==> src/rtl/mem_stage_if.sv <==
// Data-memory bus between the MEM stage and an external data memory.
// Request side is registered in the stage; ack is a one-cycle strobe and
// rdata is only meaningful in the ack cycle.
interface mem_stage_if;
   logic        dmem_req;
   logic        dmem_we;
   logic [31:0] dmem_addr;
   logic [31:0] dmem_wdata;
   logic        dmem_ack;
   logic [31:0] dmem_rdata;

   // The pipeline stage issues requests and consumes completions.
   modport master (
      output dmem_req,
      output dmem_we,
      output dmem_addr,
      output dmem_wdata,
      input  dmem_ack,
      input  dmem_rdata
   );

   // The memory accepts requests and answers with ack/rdata.
   modport slave (
      input  dmem_req,
      input  dmem_we,
      input  dmem_addr,
      input  dmem_wdata,
      output dmem_ack,
      output dmem_rdata
   );
endinterface

==> src/rtl/mem_stage.sv <==
// MEM stage of the 5-stage MIPS pipeline. Issues word loads/stores on a
// req/ack bus, stalls upstream while an access is outstanding, aborts an
// access that is not acknowledged within TIMEOUT cycles, and owns the ME->WB
// pipeline register (stage result or bubble).
module mem_stage #(
   parameter int unsigned TIMEOUT = 16   // legal range 2..255
) (
   input  logic               clock,
   input  logic               reset_0,
   // EX->ME register
   input  logic [31:0]        ans_me,
   input  logic [31:0]        b_me,
   input  logic [4:0]         rw_me,
   input  logic               wreg_me,
   input  logic               m2reg_me,
   input  logic               wmem_me,
   // upstream hold
   output logic               stall_me,
   // data-memory bus
   mem_stage_if.master        bus,
   // ME->WB register
   output logic [31:0]        ans_wb,
   output logic [31:0]        mo_wb,
   output logic [4:0]         rw_wb,
   output logic               wreg_wb,
   output logic               m2reg_wb,
   // error pulses
   output logic               align_err,
   output logic               bus_err
);

   typedef enum logic {
      IDLE = 1'b0,
      BUSY = 1'b1
   } state_t;

   typedef struct packed {
      logic [31:0] ans;
      logic [31:0] mo;
      logic [4:0]  rw;
      logic        wreg;
      logic        m2reg;
   } wb_t;

   localparam logic [7:0] CNT_LAST = 8'(TIMEOUT - 1);

   state_t      state_q,  state_nxt;
   logic [7:0]  cnt_q,    cnt_nxt;
   logic        req_q,    req_nxt;
   logic        we_q,     we_nxt;
   logic [31:0] addr_q,   addr_nxt;
   logic [31:0] wdata_q,  wdata_nxt;
   wb_t         wb_q,     wb_nxt;
   logic        align_q,  align_nxt;
   logic        berr_q,   berr_nxt;

   logic memop;
   logic misaligned;
   logic last_cycle;

   assign memop      = m2reg_me | wmem_me;
   assign misaligned = memop & (ans_me[1:0] != 2'b00);
   // The access leaves BUSY this cycle, either completed or aborted.
   assign last_cycle = (state_q == BUSY) & (bus.dmem_ack | (cnt_q == CNT_LAST));

   // Upstream holds while an aligned access has not yet reached its final cycle.
   assign stall_me = memop & ~misaligned & ~last_cycle;

   // Next-state, bus-request and WB-register values.
   always_comb begin
      // NOTE: every variable gets a default before any branch, so no path
      // leaves a value unassigned and no latch is inferred.
      state_nxt = state_q;
      cnt_nxt   = cnt_q;
      req_nxt   = req_q;
      we_nxt    = we_q;
      addr_nxt  = addr_q;
      wdata_nxt = wdata_q;
      align_nxt = 1'b0;
      berr_nxt  = 1'b0;
      // bubble: no register write; memory data keeps its old value
      wb_nxt       = '0;
      wb_nxt.mo    = wb_q.mo;

      unique case (state_q)
         IDLE: begin
            if (memop && !misaligned) begin
               req_nxt   = 1'b1;
               we_nxt    = wmem_me;
               addr_nxt  = {ans_me[31:2], 2'b00};
               wdata_nxt = b_me;
               cnt_nxt   = 8'd0;
               state_nxt = BUSY;
            end else if (misaligned) begin
               align_nxt = 1'b1;
            end else begin
               wb_nxt.ans  = ans_me;
               wb_nxt.rw   = rw_me;
               wb_nxt.wreg = wreg_me;
            end
         end

         BUSY: begin
            if (bus.dmem_ack) begin
               wb_nxt.ans   = ans_me;
               wb_nxt.rw    = rw_me;
               wb_nxt.wreg  = wreg_me;
               wb_nxt.m2reg = m2reg_me & ~wmem_me;
               if (m2reg_me && !wmem_me) begin
                  wb_nxt.mo = bus.dmem_rdata;
               end
               req_nxt   = 1'b0;
               we_nxt    = 1'b0;
               state_nxt = IDLE;
            end else if (cnt_q == CNT_LAST) begin
               // aborted instruction retires as a bubble
               req_nxt   = 1'b0;
               we_nxt    = 1'b0;
               berr_nxt  = 1'b1;
               state_nxt = IDLE;
            end else begin
               cnt_nxt = cnt_q + 8'd1;
            end
         end

         default: begin
            state_nxt = IDLE;
         end
      endcase
   end

   // State, bus-request and ME->WB registers; reset abandons any access.
   always_ff @(posedge clock or negedge reset_0) begin
      if (!reset_0) begin
         state_q <= IDLE;
         cnt_q   <= 8'd0;
         req_q   <= 1'b0;
         we_q    <= 1'b0;
         addr_q  <= 32'd0;
         wdata_q <= 32'd0;
         wb_q    <= '0;
         align_q <= 1'b0;
         berr_q  <= 1'b0;
      end else begin
         // NOTE: non-blocking assignments so every register samples the
         // pre-edge values, independent of statement order.
         state_q <= state_nxt;
         cnt_q   <= cnt_nxt;
         req_q   <= req_nxt;
         we_q    <= we_nxt;
         addr_q  <= addr_nxt;
         wdata_q <= wdata_nxt;
         wb_q    <= wb_nxt;
         align_q <= align_nxt;
         berr_q  <= berr_nxt;
      end
   end

   assign bus.dmem_req   = req_q;
   assign bus.dmem_we    = we_q;
   assign bus.dmem_addr  = addr_q;
   assign bus.dmem_wdata = wdata_q;

   assign ans_wb    = wb_q.ans;
   assign mo_wb     = wb_q.mo;
   assign rw_wb     = wb_q.rw;
   assign wreg_wb   = wb_q.wreg;
   assign m2reg_wb  = wb_q.m2reg;
   assign align_err = align_q;
   assign bus_err   = berr_q;

endmodule

==> src/flat_wrapper.sv <==
// flat-port wrapper written by rule: the top's interface ports become plain ports
module mem_stage_flat 
#(
   parameter int unsigned TIMEOUT = 16                        
)
  (clock, reset_0, ans_me, b_me, rw_me, wreg_me, m2reg_me, wmem_me, stall_me, ans_wb, mo_wb, rw_wb, wreg_wb, m2reg_wb, align_err, bus_err, bus_dmem_req, bus_dmem_we, bus_dmem_addr, bus_dmem_wdata, bus_dmem_ack, bus_dmem_rdata);
  mem_stage_if bus_i ();
  input  logic clock;
  input  logic reset_0;
  input  logic [31:0] ans_me;
  input  logic [31:0] b_me;
  input  logic [4:0] rw_me;
  input  logic wreg_me;
  input  logic m2reg_me;
  input  logic wmem_me;
  output logic stall_me;
  output logic [31:0] ans_wb;
  output logic [31:0] mo_wb;
  output logic [4:0] rw_wb;
  output logic wreg_wb;
  output logic m2reg_wb;
  output logic align_err;
  output logic bus_err;
  output wire logic [$bits(bus_i.dmem_req)-1:0] bus_dmem_req;
  output wire logic [$bits(bus_i.dmem_we)-1:0] bus_dmem_we;
  output wire logic [$bits(bus_i.dmem_addr)-1:0] bus_dmem_addr;
  output wire logic [$bits(bus_i.dmem_wdata)-1:0] bus_dmem_wdata;
  input wire logic [$bits(bus_i.dmem_ack)-1:0] bus_dmem_ack;
  input wire logic [$bits(bus_i.dmem_rdata)-1:0] bus_dmem_rdata;
  assign bus_dmem_req = bus_i.dmem_req;
  assign bus_dmem_we = bus_i.dmem_we;
  assign bus_dmem_addr = bus_i.dmem_addr;
  assign bus_dmem_wdata = bus_i.dmem_wdata;
  assign bus_i.dmem_ack = bus_dmem_ack;
  assign bus_i.dmem_rdata = bus_dmem_rdata;
  mem_stage #(.TIMEOUT(TIMEOUT)) u_core (.clock(clock), .reset_0(reset_0), .ans_me(ans_me), .b_me(b_me), .rw_me(rw_me), .wreg_me(wreg_me), .m2reg_me(m2reg_me), .wmem_me(wmem_me), .stall_me(stall_me), .bus(bus_i), .ans_wb(ans_wb), .mo_wb(mo_wb), .rw_wb(rw_wb), .wreg_wb(wreg_wb), .m2reg_wb(m2reg_wb), .align_err(align_err), .bus_err(bus_err));
endmodule
==> config.mk <==
export PLATFORM = sky130hd
export DESIGN_NAME = mem_stage_flat
export DESIGN_NICKNAME = d
export VERILOG_FILES = /design/src/rtl/mem_stage_if.sv /design/src/rtl/mem_stage.sv /design/src/flat_wrapper.sv
export SDC_FILE = /design/constraint.sdc
export NUM_CORES = 1
export LEC_CHECK = 0
export CAP_MARGIN = 20
export CORE_MARGIN = 2
export CORE_UTILIZATION = 42
export DETAILED_ROUTE_END_ITERATION = 10
export HOLD_SLACK_MARGIN = 0.12
export PLACE_DENSITY = 0.81
export SYNTH_ARGS = -nofsm -noshare
export SYNTH_HDL_FRONTEND = slang
export SYNTH_SLANG_ARGS = --single-unit
export TNS_END_PERCENT = 5
==> constraint.sdc <==
create_clock -name clock -period 2.27 [get_ports clock]
set_input_delay 0.454 -clock clock [delete_from_list [all_inputs] [get_ports clock]]
set_output_delay 0.454 -clock clock [all_outputs]
set_load 0.05 [all_outputs]
==> results of run 1 <==
-- power by group --
part	internal, mW	switching [mW]
logic	1.14	2.29
clock network	2.05	1.06
registers	3.07	0.254
-- routing by layer --
metal | up-vias | track usage [%]
li1 | 2197 | -
met1 | 2227 | 25.56
met2 | 211 | 40.01
met3 | 27 | 9.254
met4 | 0 | 8.057
met5 | - | 0
-- worst paths after layout --
kind	endpoint	slack, ns	cells past startpoint	startpoint
setup / recovery	stall_me	-0.11	5	u_core.cnt_q[5]
hold / removal	u_core.bus.dmem_addr[2]	0.47	2	u_core.bus.dmem_addr[2]
setup reg to reg	u_core.bus.dmem_addr[12]	0.51	5	u_core.state_q
hold reg to reg	u_core.bus.dmem_addr[2]	0.47	2	u_core.bus.dmem_addr[2]
max in group asynchronous	u_core.bus.dmem_req	1.03	3	reset_0
min in group asynchronous	u_core.ans_wb[11]	0.58	2	reset_0
-- logic make-up after synthesis --
family | after synthesis
muxes | 2
buffers and inverters | 29
DFF | 146
adders and majority gates | 1
other | 1
AOI/OAI and AO/OA | 15
and+or+nand+nor | 353
xor gates and xnor gates | 2
-- cells in the final DEF (no fill, tap or decap), drive strengths merged --
| cell type | instances |
|---|---|
| nand2b | 2 |
| clkinv | 3 |
| nor2 | 7 |
| o21ai | 6 |
| buf | 19 |
| a31oi | 2 |
| xnor2 | 2 |
| mux2i | 2 |
| ha | 1 |
| and2b | 1 |
| nand2 | 288 |
| dfrtp | 146 |
| nor3 | 5 |
| o22ai | 1 |
| a21oi | 3 |
| nand3 | 4 |
| nor2b | 39 |
| conb | 2 |
| o21a | 1 |
| nand4 | 1 |
| and3 | 2 |
| dlygate4sd3 | 1 |
| nor4 | 1 |
| and3b | 1 |
| clkdlybuf4s50 | 242 |
| clkbuf | 21 |
| nand4b | 1 |
| a32o | 2 |
| clkinvlp | 1 |
| or4 | 1 |
| inv | 4 |
| bufinv | 5 |
-- worst min-delay path, delay by kind of cell (launching register included) --
family	cells	cell delay, ns
flops	1	0.34
simple gates	2	0.11
-- final cells by class --
class	count	area, um2	share of cell area (%)
clock inverters	11	197.7	2.222
repair buffers	262	2661	29.91
clock buffers	21	470.5	5.287
multi-input cells	375	1692	19.01
well taps	172	215.2	2.418
inverters	2	7.507	0.08436
flip-flops and latches	146	3655	41.07
-- timing repair --
action | in CTS | in global routing
hold endpoints to repair | 52 | 0
gates resized for setup | 5 | 1
setup endpoints to repair | 1 | 1
pin swaps | 2 | 2
hold buffers | 1 | 0
setup buffers | 3 | 0
-- sequential cells by signal (all words and copies together) (netlist names) --
register / flops
u_core.align_err: 1
u_core.ans_wb: 32
u_core.bus.dmem_addr: 30
u_core.bus.dmem_req: 1
u_core.bus.dmem_wdata: 32
u_core.bus.dmem_we: 1
u_core.bus_err: 1
u_core.cnt_q: 8
u_core.m2reg_wb: 1
u_core.mo_wb: 32
u_core.rw_wb: 5
u_core.state_q: 1
u_core.wreg_wb: 1
==> flow_summary.yaml, run 1 <==
grt:
  grt_pass1_vias: 4919
  grt_overflow_total: 0
  antenna_found_initial: 0
  grt_use_total_pct: 23.03
  grt_pass1_wl_mm: 25.18
  grt_max_degree: 57
timing:
  post-route-period-util_pct: 105.0
  setup_violations: 1
  fin_hold_ws_ns: 0.4730
  final_hold_viol_count: 0
  tightest_slew_ns: 0.6080
  fmax_mhz: 419.6
  finalSetupTns_ns: -0.1130
  finalClockSkew_ns: 0.005669
  layout_setup_ws_ns: -0.1130
  slew_viol_final: 0
  rsz0062_at_grt: "true"
  slew_headroom_pct: 59.31
  layout_min_cycle_time_ns: 2.383
synthesis:
  synth-edff-count: 0
  synth_ff_type: "dfrtp_1"
  synth.top_cells.by_area: "dfrtp_1, nand2_1, nor2b_1"
  synthArstFlopShare_pct: 100.0
  ys_ff_latch: 146
  synth_area_leader_cell: "dfrtp_1"
  synth_xor_area_share_pct: 0.3217
  synth_most_common_cell: "nand2_1"
  synth_fa_ha_area_share_pct: 0.2298
  netlist_area_um2: 5445
  yosysSeqAreaShare_pct: 67.10
  ys_types: 33
  yosysTopAreaCellShare_pct: 67.10
  netlist_instances: 549
  synth_compound_area_share_pct: 1.999
  yosys.area_share.simple_pct: 27.14
  ys_warn_count: 0
  synth_top_family_by_area: "simple AND/OR/NAND/NOR gates"
  muxShareOfSynthArea_pct: 0.3676
  synth.avg_cell_area_um2: 9.918
  synth_top_cells_by_count: "nand2_1, dfrtp_1, nor2b_1, buf_2, clkbuf_1"
run:
  drv_cap: 0
cts:
  clk_pin_slew_ns: 0.06
  cts_tree: "done"
  h-tree-depth: 4
  clk_latency_ns: 0.41
  cts.sinks: 146
  numCtsBuffers: 17
  cts-root-buf: "clkbuf_16"
  clockBufferDepth: 2
detailed_routing:
  wirelength_met1_mm: 5.969
  drt-wirelength-per-cell_um: 15.53
  wl_met2_mm: 7.632
  drtIter0Drc: 293
  via_per_inst: 4.714
  routed.top_layer: "met4"
  num_vias: 4662
  wl_mm: 15.36
  drc_errors: 0
  antenna_left: 0
  drt_pre_antenna_iters: 5
  wl_met3_mm: 1.405
critical_path:
  critPathSlowestCell: "or4_4"
  crit_buf_inv: 1
  cpLargestDelayFamily: "simple AND/OR/NAND/NOR gates"
  required_ns: 1.82
  crit_chain: "or4_4, nor2_4, o21ai_2, and3b_2, buf_12"
  end_kind: "output port"
  worstSetupPathType: "flop to output port"
  worst_ep_arrival_time_ns: 1.93
  startpoint_type: "flop"
  crit_fanout: 3
  max_stage_delay_ns: 0.57
power:
  power_mw: 9.861
  irDropWorstVdd_v: 0.0005759
  powerDensity_nw_per_um2: 1108
  leakage_nw: 4.247
floorplanning:
  rows: 41
  num_io_pins: 247
  core_um2: 12620
  die_x_um: 117.9
  die_area_um2: 13890
  die_h_um: 117.9
  start_util_pct: 43.15
layout:
  layout-drive-gt1-share_pct: 7.711
  antenna_cells_inserted: 0
  area_growth_pct: 63.42
  final_area_um2: 8899
  nets: 912
  final_core_util_pct: 70.51
  final_cells: 989
  fillCellCount: 917
placement:
  place_ws_ns: 0.04883
  portBuffers: 244
  dp.cells: 952
  gp_congestion: 0.8305
  hpwl_mm: 11.15
  placed_cell_area_um2: 8152
run_status:
  status: "complete, but fails checks"
  violations: "setup timing"
worst_hold_path:
  hold_class: "flop to flop"
Note: power is estimated with default switching activity, not from simulation.
==> inputs of run 2 (changes only) <==
Settings changed: RECOVER_POWER from default to 50, SKIP_CTS_REPAIR_TIMING from default to 1.
==> run 2 against run 1 <==
  * The flow still finishes with violations (setup timing)
  * Final cell count increased by 0.10%
  * Non-clock buffer count up 1
  * Final area fell by 0.14%
  * Power hardly changed
  * Routed wire length barely moved
  * Combinational power barely moved
  * Critical path depth did not move
  * Die area did not move
  * Hold slack hardly changed
  * Count of clock-buffer cells in the layout unchanged
  * Register-to-register slack about the same
==> flow_summary.yaml, run 2 (synthesized netlist as in run 1, its figures left out) <==
timing:
  fmax_mhz: 412.3
  tightest_slew_ns: 1.389
  layout_setup_ws_ns: -0.1554
  final_hold_viol_count: 0
  setup_violations: 1
  slew_viol_final: 0
  finalClockSkew_ns: 0.004791
  fin_hold_ws_ns: 0.4728
  slew_headroom_pct: 7.394
  post-route-period-util_pct: 106.8
  rsz0062_at_grt: "true"
  layout_min_cycle_time_ns: 2.425
critical_path:
  startpoint_type: "flop"
  worstSetupPathType: "flop to output port"
  worst_ep_arrival_time_ns: 1.97
  required_ns: 1.82
  r2r_setup_slack_ns: 0.51
  crit_chain: "or4_4, nor2_4, o21ai_2, and3b_2, buf_12"
  crit_fanout: 3
  end_kind: "output port"
  timing.rr.start: "u_core.state_q"
  critPathSlowestCell: "or4_4"
  r2r-end: "u_core.bus.dmem_addr[12]"
  max_stage_delay_ns: 0.56
  r2r_cells: 5
placement:
  hpwl_mm: 11.15
  gp_congestion: 0.8305
  portBuffers: 244
worst_hold_path:
  hold_class: "flop to flop"
  min-delay-start: "u_core.bus.dmem_addr[2]"
  hold_depth: 2
  hold_path_end: "u_core.bus.dmem_addr[2]"
detailed_routing:
  antenna_left: 0
  num_vias: 4669
  drc_errors: 0
  via_per_inst: 4.716
  drtIter0Drc: 283
  drt-wirelength-per-cell_um: 15.52
  wl_mm: 15.36
  drt_pre_antenna_iters: 6
power:
  leakage_nw: 4.246
  internal_power_mw: 6.258
  p_sw_mw: 3.601
  pwr-share-comb_pct: 34.8
  power.share.clock_pct: 31.5
  power_mw: 9.859
  seqPwrFrac_pct: 33.7
  swShare_pct: 36.52
  powerDensity_nw_per_um2: 1109
  irDropWorstVdd_v: 0.0005759
floorplanning:
  die_x_um: 117.9
  die_area_um2: 13890
  num_io_pins: 247
  core_um2: 12620
  rows: 41
  start_util_pct: 43.15
  die_h_um: 117.9
layout:
  area_growth_pct: 63.19
  final_common_cell: "nand2_1"
  antenna_cells_inserted: 0
  layout-drive-gt1-share_pct: 7.824
  final_cell_mix: "nand2_1, clkdlybuf4s50_1, dfrtp_1"
  nets: 913
cts:
  clk_pin_slew_ns: 0.06
  cts.sinks: 146
  h-tree-depth: 4
  clockBufferDepth: 2
  cts-root-buf: "clkbuf_16"
  clk_latency_ns: 0.41
  cts_tree: "done"
  numCtsBuffers: 17
grt:
  grt_pass1_wl_mm: 24.88
  grt_pass1_vias: 4875
  grt_overflow_total: 0
  grt_max_degree: 57
  antenna_found_initial: 0
  grt_use_total_pct: 22.77
run_status:
  status: "complete, but fails checks"
  violations: "setup timing"
run:
  drv_cap: 0
[run 2: worst max-delay path, delay by kind of cell, from the launching register on]
| family | cells | cell delay (ns) |
|---|---|---|
| buffers and inverters | 1 | 0.15 |
| DFF | 1 | 0.41 |
| AOI/OAI and AO/OA | 1 | 0.07 |
| and+or+nand+nor | 3 | 0.92 |
[run 2: through the flow]
stage               instance area (um2)  setup slack [ns]  setup TNS [ns]  cells  utilization, %
floorplan                          5449            0.3125               0    550               -
global placement                   8152            0.1242               0    952           64.59
detailed placement                 8152           0.04883               0    952           64.59
CTS                                8820           -0.2695         -0.2695    984           69.89
global route                       8886           -0.2289          -1.000    990           70.41
finish                             8886           -0.1554         -0.1554    990           70.41
[run 2: layer usage]
metal	track usage, %	share of wire (%)
met4	8.057	2.2
met1	25.42	39
met3	9.157	8.8
met5	0	0
met2	39.35	50
[run 2: worst max path at each step]
stage               depth (start not counted)  slack, ns           endpoint             from
floorplan                                   5       0.31           stall_me  u_core.cnt_q[0]
detailed placement                          4       0.05   u_core.ans_wb[4]          wmem_me
CTS                                         5      -0.27           stall_me  u_core.cnt_q[5]
finish                                      5      -0.16           stall_me  u_core.cnt_q[4]
global route                                5      -0.23           stall_me  u_core.cnt_q[4]
global placement                            4       0.12  u_core.ans_wb[11]         m2reg_me
[run 2: area by class of cell]
| cell class | count | area, um2 |
|---|---|---|
| clock buffers | 21 | 470.5 |
| fillers | 923 | 3734 |
| repair buffers | 263 | 2653 |
| well taps | 172 | 215.2 |
| inverters | 2 | 7.507 |
| multi-input cells | 375 | 1687 |
| clock inverters | 11 | 197.7 |
| flip-flops and latches | 146 | 3656 |
[run 2: power by group through the flow]
stage | combinational [mW] | clock (mW) | sequential (mW)
2_1_floorplan | 0.467 | 0 | 4.94
3_3_place_gp | 3.38 | 0 | 3.34
3_5_place_dp | 3.43 | 0 | 3.36
4_1_cts | 3.45 | 3.16 | 3.33
5_1_grt | 3.60 | 3.28 | 3.38
6_report | 3.43 | 3.10 | 3.32
